$ cat src/rtl/usb_rx_linestate_if.sv
// usb_rx_linestate_if: pad-side inputs and decoded line outputs of one USB port receive monitor.
// Latency: not applicable; this is a signal bundle only.
// Backpressure: none; every signal is a level, sampled on each clock.
//
// slave  : the line monitor (takes pads and controls, drives decoded state)
// master : the environment (pad control plus device core)
interface usb_rx_linestate_if;
  logic       usb_dp_i;       // D+ from pad control, asynchronous
  logic       usb_dn_i;       // D- from pad control, asynchronous
  logic       usb_sense_i;    // VBUS sense from pad control, asynchronous
  logic       tx_active_i;    // device is driving the bus
  logic       rx_enable_i;    // enables reset/suspend detection
  logic [1:0] line_state_o;   // 00 SE0, 01 J, 10 K, 11 SE1
  logic       line_change_o;  // one-cycle pulse on line_state_o update
  logic       dp_o;           // synchronised, unfiltered D+
  logic       dn_o;           // synchronised, unfiltered D-
  logic       usb_reset_o;    // long SE0 seen
  logic       usb_suspend_o;  // long idle J seen
  logic       sense_o;        // debounced VBUS sense

  modport slave (
    input  usb_dp_i, usb_dn_i, usb_sense_i, tx_active_i, rx_enable_i,
    output line_state_o, line_change_o, dp_o, dn_o,
           usb_reset_o, usb_suspend_o, sense_o
  );

  modport master (
    output usb_dp_i, usb_dn_i, usb_sense_i, tx_active_i, rx_enable_i,
    input  line_state_o, line_change_o, dp_o, dn_o,
           usb_reset_o, usb_suspend_o, sense_o
  );
endinterface

$ cat src/rtl/usb_rx_linestate.sv
// usb_rx_linestate: synchronise, glitch-filter and decode USB D+/D-, detect bus reset/suspend, debounce VBUS.
// Latency: pad edge to line_state_o = NumSyncFlops + FilterCycles cycles; sense_o = NumSyncFlops + SenseDebounceCycles.
// Backpressure: none; outputs are levels/pulses consumed every cycle by the device core.
//
// Ports: clk_i, rst_ni (synchronous, active low) plus the slave side of
// usb_rx_linestate_if carrying pads, tx_active/rx_enable and all decoded outputs.
module usb_rx_linestate #(
  parameter int NumSyncFlops        = 2,
  parameter int FilterCycles        = 2,
  parameter int ResetCycles         = 120,
  parameter int SuspendCycles       = 144000,
  parameter int SenseDebounceCycles = 4800
) (
  input  logic              clk_i,
  input  logic              rst_ni,
  usb_rx_linestate_if.slave bus
);

  localparam int FiltW = $clog2(FilterCycles + 1);
  localparam int RstW  = $clog2(ResetCycles + 1);
  localparam int SuspW = $clog2(SuspendCycles + 1);
  localparam int SnsW  = $clog2(SenseDebounceCycles + 1);

  localparam logic [1:0] LS_SE0 = 2'b00;
  localparam logic [1:0] LS_J   = 2'b01;

  // ---------------- synchronisers (MSB is the last stage) ----------------
  logic [NumSyncFlops-1:0] dp_sync, dn_sync, sense_sync;

  always_ff @(posedge clk_i) begin
    if (!rst_ni) begin
      dp_sync    <= '1;  // idle J on D+
      dn_sync    <= '0;
      sense_sync <= '0;
    end else begin
      dp_sync    <= {dp_sync[NumSyncFlops-2:0], bus.usb_dp_i};
      dn_sync    <= {dn_sync[NumSyncFlops-2:0], bus.usb_dn_i};
      sense_sync <= {sense_sync[NumSyncFlops-2:0], bus.usb_sense_i};
    end
  end

  logic [1:0] sync_state;
  logic       sense_s;
  assign sync_state = {dn_sync[NumSyncFlops-1], dp_sync[NumSyncFlops-1]};
  assign sense_s    = sense_sync[NumSyncFlops-1];

  // ---------------- line-state filter ----------------
  // filt_cnt holds how many earlier cycles the current differing value has
  // already been stable; filt_run adds the present cycle, so the first cycle
  // a new value appears counts as 1 and the update lands FilterCycles later.
  logic [1:0]       line_q, prev_q;
  logic [FiltW-1:0] filt_cnt, filt_run;
  logic             chg_q, filt_hit;

  always_comb begin
    filt_run = '0;
    if (sync_state != line_q) begin
      if (sync_state == prev_q && filt_cnt != '0) filt_run = filt_cnt + FiltW'(1);
      else                                       filt_run = FiltW'(1);
    end
  end

  assign filt_hit = (filt_run >= FiltW'(FilterCycles));

  always_ff @(posedge clk_i) begin
    if (!rst_ni) begin
      line_q   <= LS_J;
      prev_q   <= LS_J;
      filt_cnt <= '0;
      chg_q    <= 1'b0;
    end else begin
      prev_q <= sync_state;
      chg_q  <= 1'b0;
      if (bus.tx_active_i) begin
        filt_cnt <= '0;  // own transmission: hold the decoded state
      end else if (filt_hit) begin
        line_q   <= sync_state;
        chg_q    <= 1'b1;
        filt_cnt <= '0;
      end else begin
        filt_cnt <= filt_run;
      end
    end
  end

  // ---------------- bus reset / suspend detectors ----------------
  logic [RstW-1:0]  se0_cnt;
  logic [SuspW-1:0] idle_cnt;
  logic             detect_off;

  assign detect_off = bus.tx_active_i || !bus.rx_enable_i;

  always_ff @(posedge clk_i) begin
    if (!rst_ni) begin
      se0_cnt  <= '0;
      idle_cnt <= '0;
    end else begin
      if (detect_off || line_q != LS_SE0)          se0_cnt <= '0;
      else if (se0_cnt != RstW'(ResetCycles))      se0_cnt <= se0_cnt + RstW'(1);

      if (detect_off || line_q != LS_J)            idle_cnt <= '0;
      else if (idle_cnt != SuspW'(SuspendCycles))  idle_cnt <= idle_cnt + SuspW'(1);
    end
  end

  // ---------------- VBUS sense debounce ----------------
  // Same run-length scheme as the line filter.
  logic            sense_q, sense_prev;
  logic [SnsW-1:0] sense_cnt, sense_run;

  always_comb begin
    sense_run = '0;
    if (sense_s != sense_q) begin
      if (sense_s == sense_prev && sense_cnt != '0) sense_run = sense_cnt + SnsW'(1);
      else                                         sense_run = SnsW'(1);
    end
  end

  always_ff @(posedge clk_i) begin
    if (!rst_ni) begin
      sense_q    <= 1'b0;
      sense_prev <= 1'b0;
      sense_cnt  <= '0;
    end else begin
      sense_prev <= sense_s;
      if (sense_run >= SnsW'(SenseDebounceCycles)) begin
        sense_q   <= sense_s;
        sense_cnt <= '0;
      end else begin
        sense_cnt <= sense_run;
      end
    end
  end

  // ---------------- outputs ----------------
  assign bus.line_state_o  = line_q;
  assign bus.line_change_o = chg_q;
  assign bus.dp_o          = dp_sync[NumSyncFlops-1];
  assign bus.dn_o          = dn_sync[NumSyncFlops-1];
  assign bus.usb_reset_o   = (se0_cnt == RstW'(ResetCycles));
  assign bus.usb_suspend_o = (idle_cnt == SuspW'(SuspendCycles));
  assign bus.sense_o       = sense_q;

endmodule

$ cat src/flat_wrapper.sv
// flat-port wrapper written by rule: the top's interface ports become plain ports
module usb_rx_linestate_flat 
#(
  parameter int NumSyncFlops        = 2,
  parameter int FilterCycles        = 2,
  parameter int ResetCycles         = 120,
  parameter int SuspendCycles       = 144000,
  parameter int SenseDebounceCycles = 4800
)
  (clk_i, rst_ni, bus_usb_dp_i, bus_usb_dn_i, bus_usb_sense_i, bus_tx_active_i, bus_rx_enable_i, bus_line_state_o, bus_line_change_o, bus_dp_o, bus_dn_o, bus_usb_reset_o, bus_usb_suspend_o, bus_sense_o);
  usb_rx_linestate_if bus_i ();
  input  logic clk_i;
  input  logic rst_ni;
  input wire logic [$bits(bus_i.usb_dp_i)-1:0] bus_usb_dp_i;
  input wire logic [$bits(bus_i.usb_dn_i)-1:0] bus_usb_dn_i;
  input wire logic [$bits(bus_i.usb_sense_i)-1:0] bus_usb_sense_i;
  input wire logic [$bits(bus_i.tx_active_i)-1:0] bus_tx_active_i;
  input wire logic [$bits(bus_i.rx_enable_i)-1:0] bus_rx_enable_i;
  output wire logic [$bits(bus_i.line_state_o)-1:0] bus_line_state_o;
  output wire logic [$bits(bus_i.line_change_o)-1:0] bus_line_change_o;
  output wire logic [$bits(bus_i.dp_o)-1:0] bus_dp_o;
  output wire logic [$bits(bus_i.dn_o)-1:0] bus_dn_o;
  output wire logic [$bits(bus_i.usb_reset_o)-1:0] bus_usb_reset_o;
  output wire logic [$bits(bus_i.usb_suspend_o)-1:0] bus_usb_suspend_o;
  output wire logic [$bits(bus_i.sense_o)-1:0] bus_sense_o;
  assign bus_i.usb_dp_i = bus_usb_dp_i;
  assign bus_i.usb_dn_i = bus_usb_dn_i;
  assign bus_i.usb_sense_i = bus_usb_sense_i;
  assign bus_i.tx_active_i = bus_tx_active_i;
  assign bus_i.rx_enable_i = bus_rx_enable_i;
  assign bus_line_state_o = bus_i.line_state_o;
  assign bus_line_change_o = bus_i.line_change_o;
  assign bus_dp_o = bus_i.dp_o;
  assign bus_dn_o = bus_i.dn_o;
  assign bus_usb_reset_o = bus_i.usb_reset_o;
  assign bus_usb_suspend_o = bus_i.usb_suspend_o;
  assign bus_sense_o = bus_i.sense_o;
  usb_rx_linestate #(.NumSyncFlops(NumSyncFlops), .FilterCycles(FilterCycles), .ResetCycles(ResetCycles), .SuspendCycles(SuspendCycles), .SenseDebounceCycles(SenseDebounceCycles)) u_core (.clk_i(clk_i), .rst_ni(rst_ni), .bus(bus_i));
endmodule
$ cat config.mk
export PLATFORM = sky130hd
export DESIGN_NAME = usb_rx_linestate_flat
export DESIGN_NICKNAME = d
export VERILOG_FILES = /design/src/rtl/usb_rx_linestate_if.sv /design/src/rtl/usb_rx_linestate.sv /design/src/flat_wrapper.sv
export SDC_FILE = /design/constraint.sdc
export NUM_CORES = 1
export LEC_CHECK = 0
export ABC_AREA = 1
export CORE_ASPECT_RATIO = 1.4
export CORE_UTILIZATION = 55
export CTS_CLUSTER_SIZE = 14
export DETAILED_ROUTE_END_ITERATION = 12
export MAX_ROUTING_LAYER = met4
export PLACE_DENSITY = 0.85
export SLEW_MARGIN = 25
export SYNTH_ARGS = -nofsm -noshare
export SYNTH_HDL_FRONTEND = slang
export SYNTH_SLANG_ARGS = --single-unit
$ cat constraint.sdc
create_clock -name clk_i -period 4.2 [get_ports clk_i]
set_clock_uncertainty 0.2 [all_clocks]
set_input_delay 1.26 -clock clk_i [delete_from_list [all_inputs] [get_ports clk_i]]
set_output_delay 1.26 -clock clk_i [all_outputs]
set_load 0.005 [all_outputs]
# --- Word level (Yosys, flattened, before mapping) ---
# Index checks and enable logic that the tools add are counted.
totals:
  inputBits: 7
  register_bits: 53
  word_cells: 49
  out_inout_bits: 8
classes:
  n_mux: 5
  bitwise: 2
  magnitude_cmp: 2
  reduce_logical: 15
  n_eq_ne: 9
  add_sub_neg: 4
ops:
  columns: ["operator", "n"]
  rows:
  - ["two-way mux 13 bit", 2]
  - ["adder 18 x 1 -> 18 bit (second input constant)", 1]
  - ["== test 18 bit (second input constant)", 1]
  - ["inequality test 18 bit (second input constant)", 1]
  - ["adder 13 x 1 -> 13 bit (second input constant)", 1]
  - ["greater-or-equal comparator 13 bit (second input constant)", 1]
  - ["nonzero test 13 bit", 1]
  - ["OR reduction 2 bit", 4]
  - ["adder 7 x 1 -> 7 bit (second input constant)", 1]
  - ["== test 7 bit (second input constant)", 1]
  - ["inequality test 7 bit (second input constant)", 1]
  - ["two-way mux 2 bit", 2]
  - ["nonzero test 2 bit", 2]
  - ["logical OR 1 bit", 3]
  - ["OR reduction 3 bit", 1]
  - ["adder 2 x 1 -> 2 bit (second input constant)", 1]
  - ["== test 2 bit", 1]
  - ["greater-or-equal comparator 2 bit (second input constant)", 1]
  - ["logical AND 1 bit", 2]
  - ["inequality test 2 x 1 -> 1 bit (second input constant)", 1]
  - ["inequality test 2 bit", 1]
  - ["inverter 1 bit", 2]
  - ["AND reduction 2 bit", 1]
  - ["== test 1 bit", 1]
  - ["other kinds (3)", 3]

# --- Logic depth before layout (Yosys ltp) ---
logic_depth:
  ltp_word: 6
  ltp_mapped: 13
  mapped_depth_nobuf: 12

# --- Worst setup path after synthesis ---
# Ideal clock, no wire load.
synth_path:
  path_type: "register to output"
  startpoint: "reg u_core.se0_cnt[0]"
  endpoint: "out bus_usb_reset_o"
  required_ns: 2.740
  slack_ns: 1.688
  n_path_buf: 0
  path_stages_with_launch: 5
  arrival_ns: 1.052
  cell_sequence: "dfxtp_1 inv_1 ha_1 inv_1 nor4_1"
synth_via:
  elab_chain_cells: 1
synth_rtl:
  columns: ["element", "line_no", "rtl"]
  rows:
  - ["from (decl)", "usb_rx_linestate.sv:87", "logic [RstW-1:0] se0_cnt;"]
  - ["from (signal assigned)", "usb_rx_linestate.sv:99", "else if (se0_cnt != RstW'(ResetCycles)) se0_cnt <= se0_cnt + RstW'(1);"]
  - ["== test 7 bit", "usb_rx_linestate.sv:140", "assign bus.usb_reset_o = (se0_cnt == RstW'(ResetCycles));"]
  - ["to (decl)", "flat_wrapper.sv:23", "output wire logic [$bits(bus_i.usb_reset_o)-1:0] bus_usb_reset_o;"]
# No other way between the ends.

# --- Final worst setup path ---
# Ends and elaborated chain as after synthesis.

==> impl_results.html <==
<table>
<tr><th>Metric</th><th>Value</th></tr>
<tr><th colspan="2">Routing</th></tr>
<tr><td>Detail-routed via count per cell</td><td>5.06</td></tr>
<tr><td>DRC violations left</td><td>0</td></tr>
<tr><td>Iteration-0 DRC count of the detailed router</td><td>127</td></tr>
<tr><td>Detailed-route wire length</td><td>4900 um</td></tr>
<tr><td>Post-route antenna net violation count</td><td>0</td></tr>
<tr><td>Wirelength per Cell</td><td>11.0 um</td></tr>
<tr><td>Total number of vias</td><td>2247</td></tr>
<tr><td>Number of optimization iterations in the first detailed-route pass</td><td>4</td></tr>
<tr><th colspan="2">Logic synthesis</th></tr>
<tr><td>Synthesized netlist cell count</td><td>363</td></tr>
<tr><td>Syn Nets</td><td>377</td></tr>
<tr><td>Top FF cell, synth</td><td>dfxtp_1</td></tr>
<tr><td>Async S/R FF share, synth</td><td>0</td></tr>
<tr><td>Warning count from the yosys run</td><td>0</td></tr>
<tr><td>Post-synthesis sequential area ratio</td><td>0.409</td></tr>
<tr><td>Post-synthesis instance area</td><td>0.00259 mm^2</td></tr>
<tr><td>Synth cell types</td><td>32</td></tr>
<tr><td>Post-synth EDFFs</td><td>0</td></tr>
<tr><td>Mean cell area of the mapped netlist</td><td>7.14 um^2</td></tr>
<tr><td>Number of synthesized register bits</td><td>53</td></tr>
<tr><th colspan="2">Clocking</th></tr>
<tr><td>Clock Tree Buf Depth</td><td>2</td></tr>
<tr><td>Post-cts gate resize count</td><td>0</td></tr>
<tr><td>CTS Buf Count</td><td>5</td></tr>
<tr><td>Number of hold-repair buffers added at the cts stage</td><td>0</td></tr>
<tr><td># H-tree levels</td><td>2</td></tr>
<tr><td>TritonCTS clock tree</td><td>built</td></tr>
<tr><td>Number of clock sinks</td><td>53</td></tr>
<tr><td>Clk_lat worst skew</td><td>0.31 ns</td></tr>
<tr><td>CTS root buffer</td><td>clkbuf_8</td></tr>
<tr><td>Clock transition at the register clock pins on the worst setup and hold paths after CTS</td><td>0.10 ns</td></tr>
<tr><td>Number of post-CTS setup repair buffers</td><td>0</td></tr>
<tr><th colspan="2">Setup path</th></tr>
<tr><td>Worst R2R End</td><td>u_core.sense_cnt[0]</td></tr>
<tr><td>Type of the worst setup path</td><td>reg -&gt; out</td></tr>
<tr><td>Kind of end point of the critical path</td><td>output port</td></tr>
<tr><td>Startpoint Class</td><td>flip-flop</td></tr>
<tr><td>Data required, critical path</td><td>2.74 ns</td></tr>
<tr><td>Last element of the critical path</td><td>bus_usb_reset_o</td></tr>
<tr><td>Worst reg2reg path depth</td><td>6</td></tr>
<tr><td>WP data arrival</td><td>2.07 ns</td></tr>
<tr><td>FF-to-FF Start</td><td>u_core.sense_sync[1]</td></tr>
<tr><td>Worst-path fanout max</td><td>5</td></tr>
<tr><td>Beginning of the critical path</td><td>u_core.se0_cnt[0]</td></tr>
<tr><td>Flop-to-flop setup slack</td><td>2.03 ns</td></tr>
<tr><th colspan="2">STA</th></tr>
<tr><td>Tightest hold margin</td><td>0.219 ns</td></tr>
<tr><td>Final Worst Setup Slack</td><td>0.673 ns</td></tr>
<tr><td>Max-slew violation count</td><td>0</td></tr>
<tr><td>TNS Setup</td><td>0 ns</td></tr>
<tr><td>Fmax achieved</td><td>284 MHz</td></tr>
<tr><td>Setup repair after global routing missed its margin</td><td>false</td></tr>
<tr><td>Tightest Pin Transition</td><td>0.899 ns</td></tr>
<tr><td>Post-route fraction of the period consumed by the critical path</td><td>0.840</td></tr>
<tr><td>Fin crit period</td><td>3.53 ns</td></tr>
<tr><td>Final setup vio count</td><td>0</td></tr>
<tr><td>Max_slew headroom</td><td>0.399</td></tr>
<tr><td>Final hold viol count</td><td>0</td></tr>
<tr><th colspan="2">Cells and area</th></tr>
<tr><td>Area growth from synthesis to final layout</td><td>10.9%</td></tr>
<tr><td>Flip-flop count of the largest register, all copies and words added</td><td>18</td></tr>
<tr><td>Top register by number of flip-flops</td><td>u_core.idle_cnt</td></tr>
<tr><td>Layout net count</td><td>395</td></tr>
<tr><td>Fraction of layout instances using a drive strength above 1</td><td>0.0864</td></tr>
<tr><td>Final instance area</td><td>0.00287 mm^2</td></tr>
<tr><td>Fraction of the core area covered by cells at the end of the flow</td><td>0.634</td></tr>
<tr><td>Number of diodes added for antenna fixing</td><td>0</td></tr>
<tr><td>Count of non-filler cells in the finished layout</td><td>444</td></tr>
<tr><td>Biggest regs</td><td>u_core.idle_cnt (18), u_core.sense_cnt (13), u_core.se0_cnt (7)</td></tr>
<tr><th colspan="2">Floorplan</th></tr>
<tr><td>Die X</td><td>60.0 um</td></tr>
<tr><td>Number of top-level pins</td><td>15</td></tr>
<tr><td>Area inside the core boundary</td><td>0.00454 mm^2</td></tr>
<tr><td>Full die area</td><td>0.00499 mm^2</td></tr>
<tr><td>Effective utilization at floorplan</td><td>0.571</td></tr>
<tr><td>Height of the die</td><td>83.2 um</td></tr>
<tr><td># rows</td><td>29</td></tr>
<tr><th colspan="2">Global routing</th></tr>
<tr><td>Wire length of the first global-routing pass</td><td>8380 um</td></tr>
<tr><td>Combined global-route utilization of all metal layers</td><td>0.221</td></tr>
<tr><td>Maximum number of pins on one net before global-route repair</td><td>18</td></tr>
<tr><td>Via count of the first global-routing pass</td><td>2136</td></tr>
<tr><td>Gr ovfl total</td><td>0</td></tr>
<tr><td>Number of antenna violations at the first check in global routing</td><td>0</td></tr>
<tr><th colspan="2">Min path</th></tr>
<tr><td>Worst min-delay path class</td><td>reg -&gt; reg</td></tr>
<tr><td>Start point of the worst min-delay path</td><td>u_core.sense_sync[0]</td></tr>
<tr><th colspan="2">Power</th></tr>
<tr><td>Total power divided by cell area</td><td>292 mW/mm^2</td></tr>
<tr><td>Worst vdd ir</td><td>0.270 mV</td></tr>
<tr><td>Overall power</td><td>0.839 mW</td></tr>
<tr><td>Leakage Power</td><td>1.18 nW</td></tr>
<tr><th colspan="2">Run status</th></tr>
<tr><td>Status</td><td>finished clean</td></tr>
<tr><th colspan="2">Place</th></tr>
<tr><td>Half-perimeter wire length of the detailed placement result</td><td>3640 um</td></tr>
<tr><td>DP Area</td><td>0.00278 mm^2</td></tr>
<tr><td>Placed cell count</td><td>436</td></tr>
<tr><td>Setup Slack @ Placement</td><td>0.854 ns</td></tr>
<tr><td>Count of buffers inserted at the top-level ports</td><td>14</td></tr>
<tr><td>Placer's final routability congestion estimate</td><td>0.876</td></tr>
<tr><th colspan="2">Job</th></tr>
<tr><td>Max-capacitance violation count</td><td>0</td></tr>
</table>
worst max-delay path, cell delays in order (launching register included):
cell and delay (ns):
dfxtp_1 0.36, inv_1 0.07, ha_1 0.14, inv_1 0.04
nor4_1 0.53, clkdlybuf4s50_1 0.62
cell families after synthesis:
group / Yosys count / share of synthesized area
AND/OR/NAND/NOR: 186 / 0.339
buffers and inverters: 64 / 0.0995
flip-flops: 53 / 0.409
AO/OA/AOI/OAI: 44 / 0.0898
XOR/XNOR: 8 / 0.0270
adder cells (fa/ha/maj): 7 / 0.0338
other: 1 / 0.00145
synthesized netlist by cell type (2+ instances only):
cell	number	area, um^2
inv_1	59	221
ha_1	7	87.6
nor3_1	6	30.0
or2_2	5	31.3
dfxtp_1	53	1060
xor2_1	4	35.0
nand2_1	66	248
nor2_2	11	68.8
nand2_2	2	12.5
clkbuf_1	2	7.51
nor4_1	5	31.3
nand2_4	2	22.5
a31oi_1	2	12.5
nor2_1	46	173
nand4_1	14	87.6
a21oi_1	20	100
o21ai_0	17	85.1
nand3_1	25	125
xnor2_1	4	35.0
report_power, final:
group          internal [mW]  switching, mW
logic                 0.0153         0.0203
clock network          0.119          0.173
registers              0.508        0.00379
per-layer routing:
layer	global-route usage	part of all wire	vias to the layer above
met5	-	0	-
met4	0.106	0.020	0
met3	0.0467	0.021	8
met2	0.383	0.51	20
met1	0.227	0.45	1025
li1	-	-	1194
cells in the final DEF, fill, tap and decap left out, types with 2 or more instances in the layout:
| cell | instances |
|---|---|
| nand2_1 | 66 |
| inv_1 | 59 |
| dfxtp_1 | 53 |
| nor2_1 | 46 |
| nand3_1 | 25 |
| a21oi_1 | 20 |
| o21ai_0 | 17 |
| nand4_1 | 14 |
| clkdlybuf4s50_1 | 14 |
| nor2_2 | 11 |
| ha_1 | 7 |
| nor3_1 | 6 |
| nor4_1 | 5 |
| or2_2 | 5 |
| clkbuf_8 | 5 |
| xor2_1 | 4 |
| xnor2_1 | 4 |
| a31oi_1 | 2 |
| nand2_4 | 2 |
| nand2_2 | 2 |
worst min-delay path by stage:
stage                      endpoint  slack, ns  cells after the start
2_1_floorplan     u_core.dn_sync[1]       0.19                      2
3_3_place_gp   u_core.sense_sync[1]       0.20                      2
3_5_place_dp      u_core.dp_sync[1]       0.20                      1
4_1_cts           u_core.dn_sync[1]       0.23                      2
5_1_grt           u_core.dn_sync[1]       0.24                      2
6_report       u_core.sense_sync[1]       0.22                      2
layout make-up:
type | count | area [um^2]
Fill cell | 419 | 1660
Tap cell | 62 | 77.6
Multi-Input combinational cell | 246 | 1270
Clock buffer | 5 | 68.8
Timing Repair Buffer | 15 | 148
Clock inverter | 3 | 21.3
Sequential cell | 53 | 1060
Inverter | 60 | 225
(Power assumes the default switching activity.)
